$ cat src/rtl/fifo_pkg.sv
// Shared types and constants for the dual-clock FIFO read-side logic.
package fifo_pkg;

   localparam int unsigned DATA_WIDTH_DEFAULT = 8;
   localparam int unsigned STATS_W            = 16;
   localparam int unsigned BUF_DEPTH          = 2;

   typedef logic [DATA_WIDTH_DEFAULT-1:0] word_t;
   typedef logic [1:0]                    occ_t;

   // Saturating increment for the stall statistic.
   function automatic logic [STATS_W-1:0] sat_inc(input logic [STATS_W-1:0] v);
      return (&v) ? v : v + STATS_W'(1);
   endfunction

endpackage

$ cat src/rtl/fifo_rd_stream_adapter_if.sv
// Valid/ready stream carrying FIFO words from the read adapter to downstream logic.
interface fifo_rd_stream_adapter_if
   import fifo_pkg::*;
#(
   parameter int unsigned data_width_p = DATA_WIDTH_DEFAULT
);

   logic                    m_valid;
   logic                    m_ready;
   logic [data_width_p-1:0] m_data;

   modport master (
      output m_valid,
      output m_data,
      input  m_ready
   );

   modport slave (
      input  m_valid,
      input  m_data,
      output m_ready
   );

endinterface

$ cat src/rtl/stream_skid_buf2.sv
// Two-entry output buffer: captures returning FIFO words, presents the head word, drops on flush.
module stream_skid_buf2
   import fifo_pkg::*;
#(
   parameter int unsigned data_width_p = DATA_WIDTH_DEFAULT
) (
   input  logic                    clk_i,
   input  logic                    rst_ni,
   input  logic                    flush_i,
   input  logic                    capture_i,
   input  logic [data_width_p-1:0] wdata_i,
   input  logic                    pop_i,
   output logic [data_width_p-1:0] rdata_o,
   output logic                    valid_o,
   output occ_t                    count_o
);

   logic [data_width_p-1:0] mem_q [2];
   logic                    wr_ptr_q, wr_ptr_d;
   logic                    rd_ptr_q, rd_ptr_d;
   occ_t                    count_q, count_d;

   always_comb begin
      wr_ptr_d = wr_ptr_q;
      rd_ptr_d = rd_ptr_q;
      count_d  = count_q;
      if (flush_i) begin
         wr_ptr_d = 1'b0;
         rd_ptr_d = 1'b0;
         count_d  = 2'd0;
      end else begin
         if (capture_i) wr_ptr_d = ~wr_ptr_q;
         if (pop_i)     rd_ptr_d = ~rd_ptr_q;
         case ({capture_i, pop_i})
            2'b10:   count_d = count_q + 2'd1;
            2'b01:   count_d = count_q - 2'd1;
            default: count_d = count_q;
         endcase
      end
   end

   always_ff @(posedge clk_i or negedge rst_ni) begin
      if (!rst_ni) begin
         wr_ptr_q <= 1'b0;
         rd_ptr_q <= 1'b0;
         count_q  <= 2'd0;
      end else begin
         wr_ptr_q <= wr_ptr_d;
         rd_ptr_q <= rd_ptr_d;
         count_q  <= count_d;
      end
   end

   // Storage is reset so the head word reads as zero out of reset.
   always_ff @(posedge clk_i or negedge rst_ni) begin
      if (!rst_ni) begin
         mem_q[0] <= '0;
         mem_q[1] <= '0;
      end else if (capture_i && !flush_i) begin
         mem_q[wr_ptr_q] <= wdata_i;
      end
   end

   assign rdata_o = mem_q[rd_ptr_q];
   assign valid_o = (count_q != 2'd0);
   assign count_o = count_q;

`ifndef SYNTHESIS
   a_count_max: assert property (@(posedge clk_i) disable iff (!rst_ni) count_q <= 2'd2);
`endif

endmodule

$ cat src/rtl/fifo_rd_stream_adapter.sv
// Turns the FIFO rd_en/empty/data_out port into a valid/ready stream in the read clock domain.
// Optional FIFO_RD_STREAM_STATS_EN adds word_cnt (wrapping) and stall_cnt (saturating) outputs.
module fifo_rd_stream_adapter
   import fifo_pkg::*;
#(
   parameter int unsigned data_width_p = DATA_WIDTH_DEFAULT,
   parameter int unsigned buf_depth_p  = BUF_DEPTH
) (
   input  logic                      rclk,
   input  logic                      rrst_n,
   input  logic                      fifo_empty,
   output logic                      fifo_rd_en,
   input  logic [data_width_p-1:0]   fifo_data,
   input  logic                      flush,
   fifo_rd_stream_adapter_if.master  m_if,
   output logic [1:0]                occupancy
`ifdef FIFO_RD_STREAM_STATS_EN
   ,
   output logic [STATS_W-1:0]        word_cnt,
   output logic [STATS_W-1:0]        stall_cnt
`endif
);

   if (buf_depth_p != BUF_DEPTH) begin : g_bad_depth
      $error("fifo_rd_stream_adapter: buf_depth_p must be 2");
   end

   logic                    inflight_q, inflight_d;
   logic                    pop;
   logic                    capture;
   logic                    buf_valid;
   logic [data_width_p-1:0] buf_rdata;
   occ_t                    count;
   logic [2:0]              pending;

   // Reads are issued only while buffered plus in-flight words, net of this cycle's pop,
   // leave room for one more; this keeps count + inflight <= 2 at all times.
   always_comb begin
      pop        = buf_valid & m_if.m_ready;
      pending    = {1'b0, count} + {2'b00, inflight_q} - {2'b00, pop};
      fifo_rd_en = rrst_n & !fifo_empty & !flush & (pending < 3'd2);
      inflight_d = fifo_rd_en & !fifo_empty;
      capture    = inflight_q & !flush;
   end

   always_ff @(posedge rclk or negedge rrst_n) begin
      if (!rrst_n) inflight_q <= 1'b0;
      else         inflight_q <= inflight_d;
   end

   stream_skid_buf2 #(
      .data_width_p (data_width_p)
   ) u_buf (
      .clk_i     (rclk),
      .rst_ni    (rrst_n),
      .flush_i   (flush),
      .capture_i (capture),
      .wdata_i   (fifo_data),
      .pop_i     (pop),
      .rdata_o   (buf_rdata),
      .valid_o   (buf_valid),
      .count_o   (count)
   );

   assign m_if.m_valid = buf_valid;
   assign m_if.m_data  = buf_rdata;
   assign occupancy    = count;

`ifdef FIFO_RD_STREAM_STATS_EN
   logic [STATS_W-1:0] word_cnt_q, word_cnt_d;
   logic [STATS_W-1:0] stall_cnt_q, stall_cnt_d;

   always_comb begin
      word_cnt_d  = word_cnt_q;
      stall_cnt_d = stall_cnt_q;
      if (flush) begin
         word_cnt_d  = '0;
         stall_cnt_d = '0;
      end else begin
         if (pop)                        word_cnt_d  = word_cnt_q + STATS_W'(1);
         if (buf_valid && !m_if.m_ready) stall_cnt_d = sat_inc(stall_cnt_q);
      end
   end

   always_ff @(posedge rclk or negedge rrst_n) begin
      if (!rrst_n) begin
         word_cnt_q  <= '0;
         stall_cnt_q <= '0;
      end else begin
         word_cnt_q  <= word_cnt_d;
         stall_cnt_q <= stall_cnt_d;
      end
   end

   assign word_cnt  = word_cnt_q;
   assign stall_cnt = stall_cnt_q;
`endif

`ifndef SYNTHESIS
   a_rd_en_nonempty: assert property (@(posedge rclk) disable iff (!rrst_n)
      fifo_rd_en |-> !fifo_empty);
   a_data_stable: assert property (@(posedge rclk) disable iff (!rrst_n)
      (m_if.m_valid && !m_if.m_ready && !flush) |=> $stable(m_if.m_data));
`endif

endmodule
$ cat src/flat_wrapper.sv
// flat-port wrapper written by rule: the top's interface ports become plain ports
module fifo_rd_stream_adapter_flat import fifo_pkg::*;
#(
   parameter int unsigned data_width_p = DATA_WIDTH_DEFAULT,
   parameter int unsigned buf_depth_p  = BUF_DEPTH
)
  (rclk, rrst_n, fifo_empty, fifo_rd_en, fifo_data, flush, occupancy, m_if_m_valid, m_if_m_data, m_if_m_ready);
  fifo_rd_stream_adapter_if #(.data_width_p(data_width_p)) m_if_i ();
  input  logic rclk;
  input  logic rrst_n;
  input  logic fifo_empty;
  output logic fifo_rd_en;
  input  logic [data_width_p-1:0] fifo_data;
  input  logic flush;
  output logic [1:0] occupancy;
  output wire logic [$bits(m_if_i.m_valid)-1:0] m_if_m_valid;
  output wire logic [$bits(m_if_i.m_data)-1:0] m_if_m_data;
  input wire logic [$bits(m_if_i.m_ready)-1:0] m_if_m_ready;
  assign m_if_m_valid = m_if_i.m_valid;
  assign m_if_m_data = m_if_i.m_data;
  assign m_if_i.m_ready = m_if_m_ready;
  fifo_rd_stream_adapter #(.data_width_p(data_width_p), .buf_depth_p(buf_depth_p)) u_core (.rclk(rclk), .rrst_n(rrst_n), .fifo_empty(fifo_empty), .fifo_rd_en(fifo_rd_en), .fifo_data(fifo_data), .flush(flush), .m_if(m_if_i), .occupancy(occupancy));
endmodule
$ cat config.mk
export PLATFORM = sky130hd
export DESIGN_NAME = fifo_rd_stream_adapter_flat
export DESIGN_NICKNAME = d
export VERILOG_FILES = /design/src/rtl/fifo_pkg.sv /design/src/rtl/fifo_rd_stream_adapter_if.sv /design/src/rtl/stream_skid_buf2.sv /design/src/rtl/fifo_rd_stream_adapter.sv /design/src/flat_wrapper.sv
export SDC_FILE = /design/constraint.sdc
export NUM_CORES = 1
export LEC_CHECK = 0
export BUFFER_PORTS_ARGS = -buffer_cell sky130_fd_sc_hd__buf_2
export CAP_MARGIN = 25
export CORE_ASPECT_RATIO = 1.25
export CORE_UTILIZATION = 45
export CTS_CLUSTER_DIAMETER = 100
export DETAILED_ROUTE_END_ITERATION = 10
export PLACE_DENSITY_LB_ADDON = 0.25
export SYNTH_ARGS = -nofsm -noshare
export SYNTH_HDL_FRONTEND = slang
export SYNTH_SLANG_ARGS = --single-unit
$ cat constraint.sdc
create_clock -name rclk -period 3.9 [get_ports rclk]
set_clock_uncertainty 0.05 [all_clocks]
set_input_delay 0.975 -clock rclk [delete_from_list [all_inputs] [get_ports rclk]]
set_output_delay 0.975 -clock rclk [all_outputs]
set_load 0.01 [all_outputs]
==> reports/qor.csv <==
stage,metric,value,unit
global_route,vias in the first global route,623,
logic_synthesis,"EDFF count, synth",0,
cells_and_area,Filler cells,187,
critical_path,r2r worst-path depth,6,
routing,First-pass DRT Iterations,2,
global_route,first-pass GRT wire length,2.725,mm
critical_path,critical path class,in2out,
clocking,Clock Sink Count,21,
sta,RSZ-0062 raised after global routing,false,
critical_path,Worst Path Max Fanout,4,
place,HPWL after DPL,1.300,mm
sta,Final Critical Period,3.573,ns
floorplanning,Die X-Extent,44.50,um
critical_path,"Buf+Inv Stages, Crit Path",2,
floorplanning,die area,0.002453,mm^2
job,MaxCap Viol Count,0,
floorplanning,core area,0.002049,mm^2
cells_and_area,Multi-input gate area,478.0,um^2
cells_and_area,Layout Nets,117,
global_route,met2 Use GR,0.2745,
logic_synthesis,synthesized cell area,0.001016,mm^2
critical_path,required time worst endpoint,2.87,ns
logic_synthesis,cells after synthesis,73,
logic_synthesis,Synth area leader,dfrtp_1,
sta,max-slew violation count,0,
hold_path,hold path cells,1,
logic_synthesis,"Avg Cell Area, Syn",13.92,um^2
floorplanning,# IOs,25,
routing,Post-Route WL,1.676,mm
global_route,global route hottest layer,met2,
clocking,Root Driver,clkbuf_4,
global_route,initial antenna violation count,0,
clocking,CTS tree,done,
critical_path,"Data arrival, critical path",2.55,ns
logic_synthesis,synth unique cells,24,
routing,drt initial violations,2,
routing,via count,660,
clocking,Post-CTS Setup Bufs,0,
routing,Routed Antenna Nets,0,
cells_and_area,layout cell share with drive strength beyond 1,0.5941,
clocking,Skew-Pair Late Insertion Delay,0.29,ns
floorplanning,Initial Util,0.4957,
logic_synthesis,Seq cells post-synth,21,
global_route,gr usage total,0.1601,
clocking,CTS Hold Bufs,0,
critical_path,Crit path max-delay family,adder cells,
logic_synthesis,ys flop type,dfrtp_1,
pwr,VDD IR max,0.2256,mV
critical_path,CP max stage delay,0.48,ns
floorplanning,row count,18,
sta,Final Hold Vio Count,0,
sta,Slew Limit Headroom,0.7147,
clocking,Num CTS Buffers,3,
hold_path,Worst Hold Path EP,u_core.u_buf.mem_q[7],
routing,drc violations,0,
global_route,GR Util met1,0.1933,
logic_synthesis,most common cell in the netlist,mux2_2,
sta,Slew @ Worst Pin,0.4280,ns
routing,Vias/cell,5.038,
place,Place WS,0.3064,ns
floorplanning,Die Ht,55.13,um
logic_synthesis,syn nets,88,
critical_path,critical path endpoint category,output pin,
logic_synthesis,YS warnings,0,
pwr,P_leak,0.5972,nW
global_route,gr ovfl total,0,
critical_path,Critical Path Source Type,input port,
cells_and_area,antenna cell count,0,
hold_path,HP Class,reg2reg,
hold_path,HP Start,u_core.u_buf.mem_q[7],
critical_path,"Slowest-stage cell, CP",fa_1,
routing,WL/cell,12.79,um
critical_path,R2R Setup Slk,1.83,ns
critical_path,RR Endpoint,u_core.inflight_q,
critical_path,Most Frequent Cell on Critical Path,buf_2,
global_route,met3 Use GR,0.03247,
clocking,Max H-tree Level,1,
logic_synthesis,largest cells by area after synthesis,"dfrtp_1 (52%), mux2_2 (25%), fa_1 (2.0%)",
cells_and_area,register area,525.5,um^2
logic_synthesis,post-synth top area share,0.5172,
critical_path,R2R Path Start,u_core.u_buf.count_o[1],
sta,Setup TNS,0,ns
clocking,CTS resizes,0,
critical_path,CP cell instances,buf_2 -> o21a_1 -> ha_1 -> nand2b_1 -> fa_1 -> nand2_1 -> nor4_1 -> buf_2,
logic_synthesis,async set-reset flop share out of synthesis,1.000,
clocking,Clock transition at path regs,0.11,ns
global_route,largest net degree at the start of global routing,22,
sta,# setup viols final,0,
place,I/O Buffers,24,
clocking,CTS Buffer Depth,2,
place,gpl congestion,0.7041,
pwr,P per Cell Area,409.0,mW/mm^2
sta,worst setup margin,0.3274,ns
sta,Final period util,0.9161,
sta,f_max,279.9,MHz
logic_synthesis,"top cells by count, synth","mux2_2 (23), dfrtp_1 (21), nor2_1 (4)",
cells_and_area,Syn-to-layout area delta,18.47,%
logic_synthesis,post-synthesis sequential area ratio,0.5172,
outcome,run status,"complete, no violations",
area by class of cell:
class | count | area share
inverters | 2 | 0.006237
clock buffers | 3 | 0.01871
flip-flops and latches | 21 | 0.4366
repair buffers | 25 | 0.1060
multi-input cells | 49 | 0.3971
clock inverters | 1 | 0.004158
well taps | 30 | 0.03119
logic make-up (layout without fill, tap and decap cells):
family                     Yosys count  in the layout  synth area share
AOI/OAI and AO/OA                    5              5           0.03941
xor gates and xnor gates             3              3           0.02587
adders and majority gates            2              2           0.03202
buffers and inverters                3             31           0.01231
DFF                                 21             21            0.5172
muxes                               24             24            0.2697
and+or+nand+nor                     15             15            0.1034
layout by cell type, fill, tap and decap left out, types with 2 or more instances in the layout:
master,synthesis,routed
xnor2_1,2,2
clkbuf_4,0,3
inv_1,2,2
nor2_1,4,4
nor4_1,2,2
buf_2,1,24
o21ai_0,2,2
mux2_2,23,23
dfrtp_1,21,21
metrics by stage:
stage | hold slack [ns] | area [um^2] | power, W | cells | utilization
2_1_floorplan | 0.4237 | 1016 | 0.0003525 | 73 | -
3_3_place_gp | 0.4309 | 1176 | 0.0003932 | 127 | 0.5739
3_5_place_dp | 0.4378 | 1176 | 0.0004011 | 127 | 0.5739
4_1_cts | 0.4631 | 1204 | 0.0004983 | 131 | 0.5873
5_1_grt | 0.4800 | 1204 | 0.0005276 | 131 | 0.5873
6_report | 0.4622 | 1204 | 0.0004922 | 131 | 0.5873
registers in the layout (all words and copies together), names as in the netlist:
signal	flops
u_core.u_buf.count_o	2
u_core.u_buf.wr_ptr_q	1
u_core.u_buf.rd_ptr_q	1
u_core.inflight_q	1
u_core.u_buf.mem_q	16
layer usage:
layer / routed length, um / part of all wire / vias up
li1: - / - / 318
met1: 722 / 0.43 / 320
met2: 870 / 0.52 / 20
met3: 71 / 0.042 / 2
met4: 12 / 0.0072 / 0
met5: 0 / 0 / -
how the worst max path moves through the flow:
stage | from | to | slack (ns) | cells after the start
2_1_floorplan | m_if_m_ready | fifo_rd_en | 0.45 | 6
3_3_place_gp | m_if_m_ready | fifo_rd_en | 0.34 | 8
3_5_place_dp | m_if_m_ready | fifo_rd_en | 0.31 | 8
4_1_cts | m_if_m_ready | fifo_rd_en | 0.31 | 8
5_1_grt | m_if_m_ready | fifo_rd_en | 0.16 | 8
6_report | m_if_m_ready | fifo_rd_en | 0.33 | 8
worst register-to-register path, delay by kind of cell, from the launching register on:
kind                     cells  cell delay (ns)
flip-flops                   1             0.49
AO/OA/AOI/OAI                1             0.25
adder cells (fa/ha/maj)      2             0.74
AND/OR/NAND/NOR              3             0.44
power by group:
part | leakage [nW] | switching, W | internal (W)
Combinational | 0.307 | 0.0000474 | 0.0000713
Sequential | 0.272 | 0.0000207 | 0.000255
Clock | 0.0177 | 0.0000602 | 0.0000381
Total | 0.597 | 0.000128 | 0.000364
Power figures use the tool's default switching activity.
